`config.mk`:
```
export PLATFORM = sky130hd
export DESIGN_NAME = fifo_buffer_ctl
export DESIGN_NICKNAME = d
export VERILOG_FILES = /design/src/rtl/fifo_buffer_ctl_pkg.sv /design/src/rtl/fifo_buffer_ctl_ram.sv /design/src/rtl/fifo_buffer_ctl.sv
export SDC_FILE = /design/constraint.sdc
export NUM_CORES = 1
export LEC_CHECK = 0
export ABC_AREA = 1
export BUFFER_PORTS_ARGS = -buffer_cell sky130_fd_sc_hd__buf_4
export CORE_MARGIN = 1
export CORE_UTILIZATION = 55
export DETAILED_ROUTE_END_ITERATION = 8
export MAX_ROUTING_LAYER = met4
export PLACE_DENSITY = 0.78
export SKIP_CTS_REPAIR_TIMING = 1
export SLEW_MARGIN = 20
export SYNTH_ARGS = -nofsm -noshare
export SYNTH_HDL_FRONTEND = slang
export SYNTH_SLANG_ARGS = --single-unit
```
`constraint.sdc`:
```
create_clock -name clk -period 2.7 [get_ports clk]
set_input_delay 0.54 -clock clk [delete_from_list [all_inputs] [get_ports clk]]
set_output_delay 0.54 -clock clk [all_outputs]
set_load 0.01 [all_outputs]
```
`src/rtl/fifo_buffer_ctl_pkg.sv`:
```
// Shared FIFO sizing defaults and small helper types.
// Every FIFO user imports this so buffers are sized consistently.
package fifo_buffer_ctl_pkg;

    localparam int DEF_DATA_W    = 8;
    localparam int DEF_ADDR_W    = 4;
    localparam int DEF_AEMPTY_TH = 2;

    // Default almost-full level: two entries short of a full buffer.
    function automatic int def_afull_th(input int addr_w);
        return (1 << addr_w) - 2;
    endfunction

    // Requests that actually take effect in a given cycle.
    typedef struct packed {
        logic wr;
        logic rd;
    } fifo_op_t;

endpackage

```
`src/rtl/fifo_buffer_ctl_ram.sv`:
```
// FIFO storage: DEPTH x DATA_W array,
// synchronous write port, asynchronous read port.
module fifo_ram #(
    parameter int DATA_W = 8,
    parameter int ADDR_W = 4
) (
    input  logic              clk,
    input  logic              we,
    input  logic [ADDR_W-1:0] waddr,
    input  logic [DATA_W-1:0] wdata,
    input  logic [ADDR_W-1:0] raddr,
    output logic [DATA_W-1:0] rdata
);

    logic [DATA_W-1:0] mem [2**ADDR_W];

    // Write port: one entry per clock when enabled.
    always_ff @(posedge clk) begin
        if (we) mem[waddr] <= wdata;
    end

    assign rdata = mem[raddr];

endmodule

```
`src/rtl/fifo_buffer_ctl.sv`:
```
// Synchronous first-word-fall-through FIFO controller with
// occupancy count, thresholds, flush and sticky error flags.
module fifo_buffer_ctl
    import fifo_buffer_ctl_pkg::*;
#(
    parameter int DATA_W    = DEF_DATA_W,
    parameter int ADDR_W    = DEF_ADDR_W,
    parameter int AFULL_TH  = def_afull_th(ADDR_W),
    parameter int AEMPTY_TH = DEF_AEMPTY_TH
) (
    input  logic              clk,
    input  logic              reset,
    input  logic              flush,
    input  logic              wr,
    input  logic [DATA_W-1:0] din,
    input  logic              rd,
    output logic [DATA_W-1:0] dout,
    output logic              empty,
    output logic              full,
    output logic              almost_empty,
    output logic              almost_full,
    output logic [ADDR_W:0]   count,
    output logic              overflow,
    output logic              underflow,
    input  logic              clr_err
);

    localparam int DEPTH = 2**ADDR_W;
    localparam int CNT_W = ADDR_W + 1;

    localparam logic [CNT_W-1:0]  CNT_ONE = CNT_W'(1);
    localparam logic [CNT_W-1:0]  CNT_MAX = CNT_W'(DEPTH);
    localparam logic [CNT_W-1:0]  AF_LVL  = CNT_W'(AFULL_TH);
    localparam logic [CNT_W-1:0]  AE_LVL  = CNT_W'(AEMPTY_TH);
    localparam logic [ADDR_W-1:0] PTR_ONE = ADDR_W'(1);

    // Reject threshold settings that can never be reached.
    generate
        if (AFULL_TH > DEPTH || AEMPTY_TH >= DEPTH || AFULL_TH < 0 ||
            AEMPTY_TH < 0) begin : g_bad_th
            $error("fifo_buffer_ctl: threshold out of range");
        end
    endgenerate

    logic [ADDR_W-1:0] wr_ptr;
    logic [ADDR_W-1:0] rd_ptr;
    logic [CNT_W-1:0]  cnt_q;
    fifo_op_t          op;
    logic              ovf_set;
    logic              udf_set;

    assign empty        = (cnt_q == '0);
    assign full         = (cnt_q == CNT_MAX);
    assign almost_full  = (cnt_q >= AF_LVL);
    assign almost_empty = (cnt_q <= AE_LVL);
    assign count        = cnt_q;

    // Effective requests; a write at full needs a paired read,
    // a read at empty is ignored even when a write lands.
    always_comb begin
        op      = '0;
        op.rd   = rd & ~empty;
        op.wr   = wr & (~full | rd);
        ovf_set = ~flush & wr & ~op.wr;
        udf_set = ~flush & rd & ~op.rd;
    end

    fifo_ram #(
        .DATA_W (DATA_W),
        .ADDR_W (ADDR_W)
    ) u_ram (
        .clk   (clk),
        .we    (op.wr & ~flush & ~reset),
        .waddr (wr_ptr),
        .wdata (din),
        .raddr (rd_ptr),
        .rdata (dout)
    );

    // Pointer and occupancy update; flush wins over requests.
    always_ff @(posedge clk) begin
        if (reset || flush) begin
            wr_ptr <= '0;
            rd_ptr <= '0;
            cnt_q  <= '0;
        end else begin
            if (op.wr) wr_ptr <= wr_ptr + PTR_ONE;
            if (op.rd) rd_ptr <= rd_ptr + PTR_ONE;
            if (op.wr && !op.rd)
                cnt_q <= cnt_q + CNT_ONE;
            else if (op.rd && !op.wr)
                cnt_q <= cnt_q - CNT_ONE;
        end
    end

    // Sticky error flags; a new error beats a same-cycle clear.
    always_ff @(posedge clk) begin
        if (reset) begin
            overflow  <= 1'b0;
            underflow <= 1'b0;
        end else begin
            if (ovf_set)      overflow <= 1'b1;
            else if (clr_err) overflow <= 1'b0;
            if (udf_set)      underflow <= 1'b1;
            else if (clr_err) underflow <= 1'b0;
        end
    end

endmodule

```
* Yosys cells after proc, flatten, opt, wreduce, memory -nomap -nowiden *
Memories as Yosys holds them, arrays and structs flattened. A register that Yosys moved wholly into a read port is not among the register bits.
Index checks and enable logic that the tools add are counted.

word-level totals
  register bits = 15
  latch bits = 0
  memory bits (writable) = 128
  bits in read-only memories = 0
  output and inout bits = 19
  word-level logic and storage cells = 46
  memories kept = 1

operators by class
  $add $sub $neg = 4
  multiply operators = 0
  divide/modulo/power cells = 0
  order comparisons = 2
  equality and inequality tests = 1
  shifts and indexed selects = 0
  mux-type cells = 9
  bitwise operators = 15
  reductions and logical operators = 9

memories
  memory     words  bits a word  rd ports  clocked after Yosys merged registers in  wr ports  RTL line                   RTL
  u_ram.mem  16     8            1         1                                        1         fifo_buffer_ctl_ram.sv:15  logic [DATA_W-1:0] mem [2**ADDR_W];

operators with widths
  operator             count
  $mux 5               2
  $add 4x1->4 const B  2
  $and 1x1->1          8
  $mux 4               2
  $not 1->1            6
  $reduce_bool 2->1    3
  $add 5x1->5 const B  1
  $eq 5x5->1 const B   1
  $ge 5x4->1 const B   1
  $le 5x2->1 const B   1
  $logic_not 5->1      1
  $mux 1               5
  $sub 5x1->5 const B  1
  $logic_and 1x1->1    2
  $logic_not 1->1      2
  $logic_or 1x1->1     1
  $or 1x1->1           1

* Logic depth before layout (Yosys ltp) *
  depth in word-level cells = 8
  depth in mapped cells = 14
  depth with buffers taken out = 14

* Cells and area by module *
From an unflattened synthesis, not the netlist that was laid out.

second synthesis, totals
  cells, all modules = 666
  area, all modules = 6518.8 µm²

modules (own cells, without submodules)
  module           instances  cells an instance  area an instance (µm²)  sequential area each (µm²)
  fifo_ram         1          543                5606.6                  3843.7
  fifo_buffer_ctl  1          123                912.1                   300.3

* Worst setup path after synthesis *
Ideal clock, no wire load.

  path type = in2reg
  start = input port rd
  end = register cnt_q[4], in the netlist count[4]
  setup time = 0.070 ns
  arrival = 2.102 ns
  data required time = 2.630 ns
  path slack = 0.529 ns
  cell stages on the path = 13
  path buffers = 0
  path through = inv_1 nand4_2 nand2_2 inv_2 ha_1 inv_1 ha_1 or2_2 nand2_1 nand2_1 nand2_1 nand2_1 a21oi_1

RTL lines
  element               RTL line               RTL
  start, declared       fifo_buffer_ctl.sv:16  input logic rd,
  end signal, assigned  fifo_buffer_ctl.sv:90  cnt_q <= cnt_q + CNT_ONE;
  end signal, assigned  fifo_buffer_ctl.sv:92  cnt_q <= cnt_q - CNT_ONE;
  end, declared         fifo_buffer_ctl.sv:47  logic [CNT_W-1:0] cnt_q;

==> impl_metrics.toml <==
[outcome]
status = "finished clean"

[critical_path]
cp_num_buf_inv = 3
r2r_end = "count[4]$_SDFFE_PP0P_"
r2r_cells = 13
cp-start-kind = "register"
cp_num_cells = 8
r2r-start = "count[1]$_SDFFE_PP0P_"
path_delay_family = "buffers and inverters"
crit_type = "register to output port"
cp.required_ns = 2.16
crit_top_cell = "nand3_1"
cp_cell_sequence = "inv_2, buf_12, nor2_1, o21ai_0, nand3_1, nand3_1, nand2_1, buf_4"
crit_slowest_cell = "inv_2"
critical_path_peak_fanout = 31
cp-end-kind = "output port"
arrival_ns = 2.00
reg2reg_setup_slack_ns = 0.46
cp-endpoint = "dout[3]"
max_stage_delay_ns = 0.37

[worst_hold_path]
min_from = "reset"
hold_path_class = "input port to register"
hold_depth = 4

[power_and_ir_drop]
peakVddDrop_mv = 0.411
power_per_cell_area_nw_per_um2 = 719
power_leakage_nw = 3.00

[place]
portBuffers = 32
post-place-ws_ns = 0.341
dpl.hpwl_mm = 8.83
dp.cells = 783
gp_congestion = 0.861

[sta]
min_period_over_period_pct = 94.1
drv_slew = 0
rsz0062_at_grt = "no"
maxSlewHeadroom_pct = 60.0
worst_pin_slew_ns = 0.600
whs_ns = 0.414
tns_ns = 0
hold_viol = 0
fmax_mhz = 394
worst_clock_skew_ns = 0.00729
setup_violations = 0
fin_crit_ns = 2.54
setup_slack_ns = 0.161

[clock_network]
max-clock-path-buffers = 2
path_clk_slew_ns = 0.06
cts_tree = "yes"
clock_latency_ns = 0.42
htree_levels = 4
numClockSinks = 147
cts_buffers = 17
cts-root-buf = "clkbuf_16"

[final_layout]
fin_cells = 815
antennaDiodeCount = 0
final_nets = 683
syn_to_final_growth_pct = 15.9
fillers = 869
final_layout_size_suffix_gt1_share_pct = 16.7

[die]
die_y_um = 110
core_area_um2 = 11400
rows = 39
dieArea_um2 = 12100
die_w_um = 110
ios = 33
start_util_pct = 56.2

[global_route]
grt_pass1_vias = 4492
grt_max_degree = 39
grtUsageTotal_pct = 26.6
gr-total-overflow = 0
antenna_found_initial = 0
grt_pass1_wl_mm = 22.3

[drt]
drt_iter0_markers = 392
final_antenna_net_count = 0
detail_route.wl_per_cell_um = 17.5
drt_first_pass_iters = 5
vias = 4520
wl_mm = 14.3
vias_per_cell = 5.55
drcViolationCount = 0

[logic_synthesis]
syn_inst = 609
syn_nets = 633
ys.warnings.count = 0
ys_ff_latch = 147
synth_cell_type_count = 31
yosysSeqAreaShare_pct = 65.8
netlist_area_um2 = 6420
syn-mean-instance-area_um2 = 10.5

[run]
max_cap_viol_count = 0
[per-stage QoR]
| stage | total power, mW | utilization [%] | instance area (µm²) |
|---|---|---|---|
| finish | 5.34 | 65.1 | 7440 |
| CTS | 5.36 | 65.0 | 7430 |
| global route | 5.52 | 65.1 | 7440 |
| detailed placement | 3.17 | 60.2 | 6870 |
| global placement | 3.15 | 60.2 | 6870 |
| floorplan | 2.97 | - | 6420 |
[power by group]
group          switching, mW  internal [mW]
combinational          0.375          0.226
clock                  0.940           1.27
sequential            0.0363           2.49
[state kept, by name, summed over array words and instances, names as in the netlist, named ones only]
name       count
u_ram.mem    128
count          5
rd_ptr         4
wr_ptr         4
overflow       1
underflow      1
[cells in the final DEF, fill, tap and decap left out, types with 9 or more instances in the layout]
| cell type | n |
|---|---|
| nand2_1 | 165 |
| edfxtp_1 | 128 |
| nor2_1 | 73 |
| nand3_1 | 67 |
| buf_4 | 54 |
| inv_1 | 49 |
| o21ai_0 | 19 |
| dfxtp_1 | 18 |
| clkbuf_16 | 17 |
| a21oi_1 | 10 |
| o211ai_2 | 9 |
| ha_1 | 9 |
[area by class of cell]
class | instances | area, µm² | area share [%]
Tap cell | 143 | 179 | 2.41
Sequential cell | 147 | 4230 | 56.8
Timing Repair Buffer | 57 | 448 | 6.02
Clock buffer | 18 | 429 | 5.77
Multi-Input combinational cell | 382 | 1820 | 24.5
Inverter | 54 | 203 | 2.73
Clock inverter | 14 | 129 | 1.73
[cell families after synthesis]
kind of cell    count (synthesis)  synth area share, %
simple gates                  319                 20.7
buf+inv                        80                 5.81
flops                         147                 65.8
fa+ha+maj                      10                 2.07
compound gates                 48                 4.95
xor+xnor                        5                0.682
[metal layers]
metal  track usage (%)  wire, µm  up-vias
met3              5.29       999       28
li1                  -         -     2142
met2              42.6      7020      177
met1              32.3      5930     2173
met4              12.9       324        0
met5                 -         0        -
[worst min path at each step]
| stage | endpoint | slack (ns) |
|---|---|---|
| floorplan | register | 0.47 |
| global placement | underflow$_SDFFE_PP0P_ | 0.49 |
| detailed placement | underflow$_SDFFE_PP0P_ | 0.48 |
| CTS | underflow$_SDFFE_PP0P_ | 0.41 |
| global route | underflow$_SDFFE_PP0P_ | 0.44 |
| finish | underflow$_SDFFE_PP0P_ | 0.41 |
[worst reg2reg max path: stages, from the launching register on]
cell and delay [ns]:
dfxtp_1 0.40, nor2_2 0.21, nand4_2 0.13, nand2_2 0.10, inv_2 0.08, ha_1 0.20
inv_1 0.15, ha_1 0.27, or2_2 0.31, nand2_1 0.07, nand2_1 0.04, nand2_1 0.05
nand2_1 0.05, a21oi_1 0.11
[cells in the mapped netlist]
master / number / share of area (%)
nand4_1: 2 / 0.19
inv_2: 4 / 0.23
nor2_1: 73 / 4.3
nand2_1: 165 / 9.6
o21ai_0: 19 / 1.5
ha_1: 9 / 1.8
clkbuf_2: 2 / 0.16
buf_6: 6 / 1.1
dfxtp_1: 19 / 5.9
nand2_2: 5 / 0.49
clkinv_1: 1 / 0.058
fa_1: 1 / 0.31
clkbuf_1: 2 / 0.12
edfxtp_1: 128 / 60
o31ai_1: 1 / 0.12
xor2_1: 4 / 0.55
or2_2: 2 / 0.19
buf_1: 2 / 0.12
nand3b_1: 1 / 0.12
o211ai_1: 3 / 0.35
inv_1: 49 / 2.9
o21ai_1: 6 / 0.47
nor2_2: 2 / 0.19
xnor2_1: 1 / 0.14
nand3_2: 1 / 0.16
buf_2: 11 / 0.86
o211ai_2: 9 / 1.8
nand3_1: 67 / 5.2
a21oi_1: 10 / 0.78
nand4_2: 1 / 0.19
buf_4: 3 / 0.35
(Power assumes the default switching activity.)
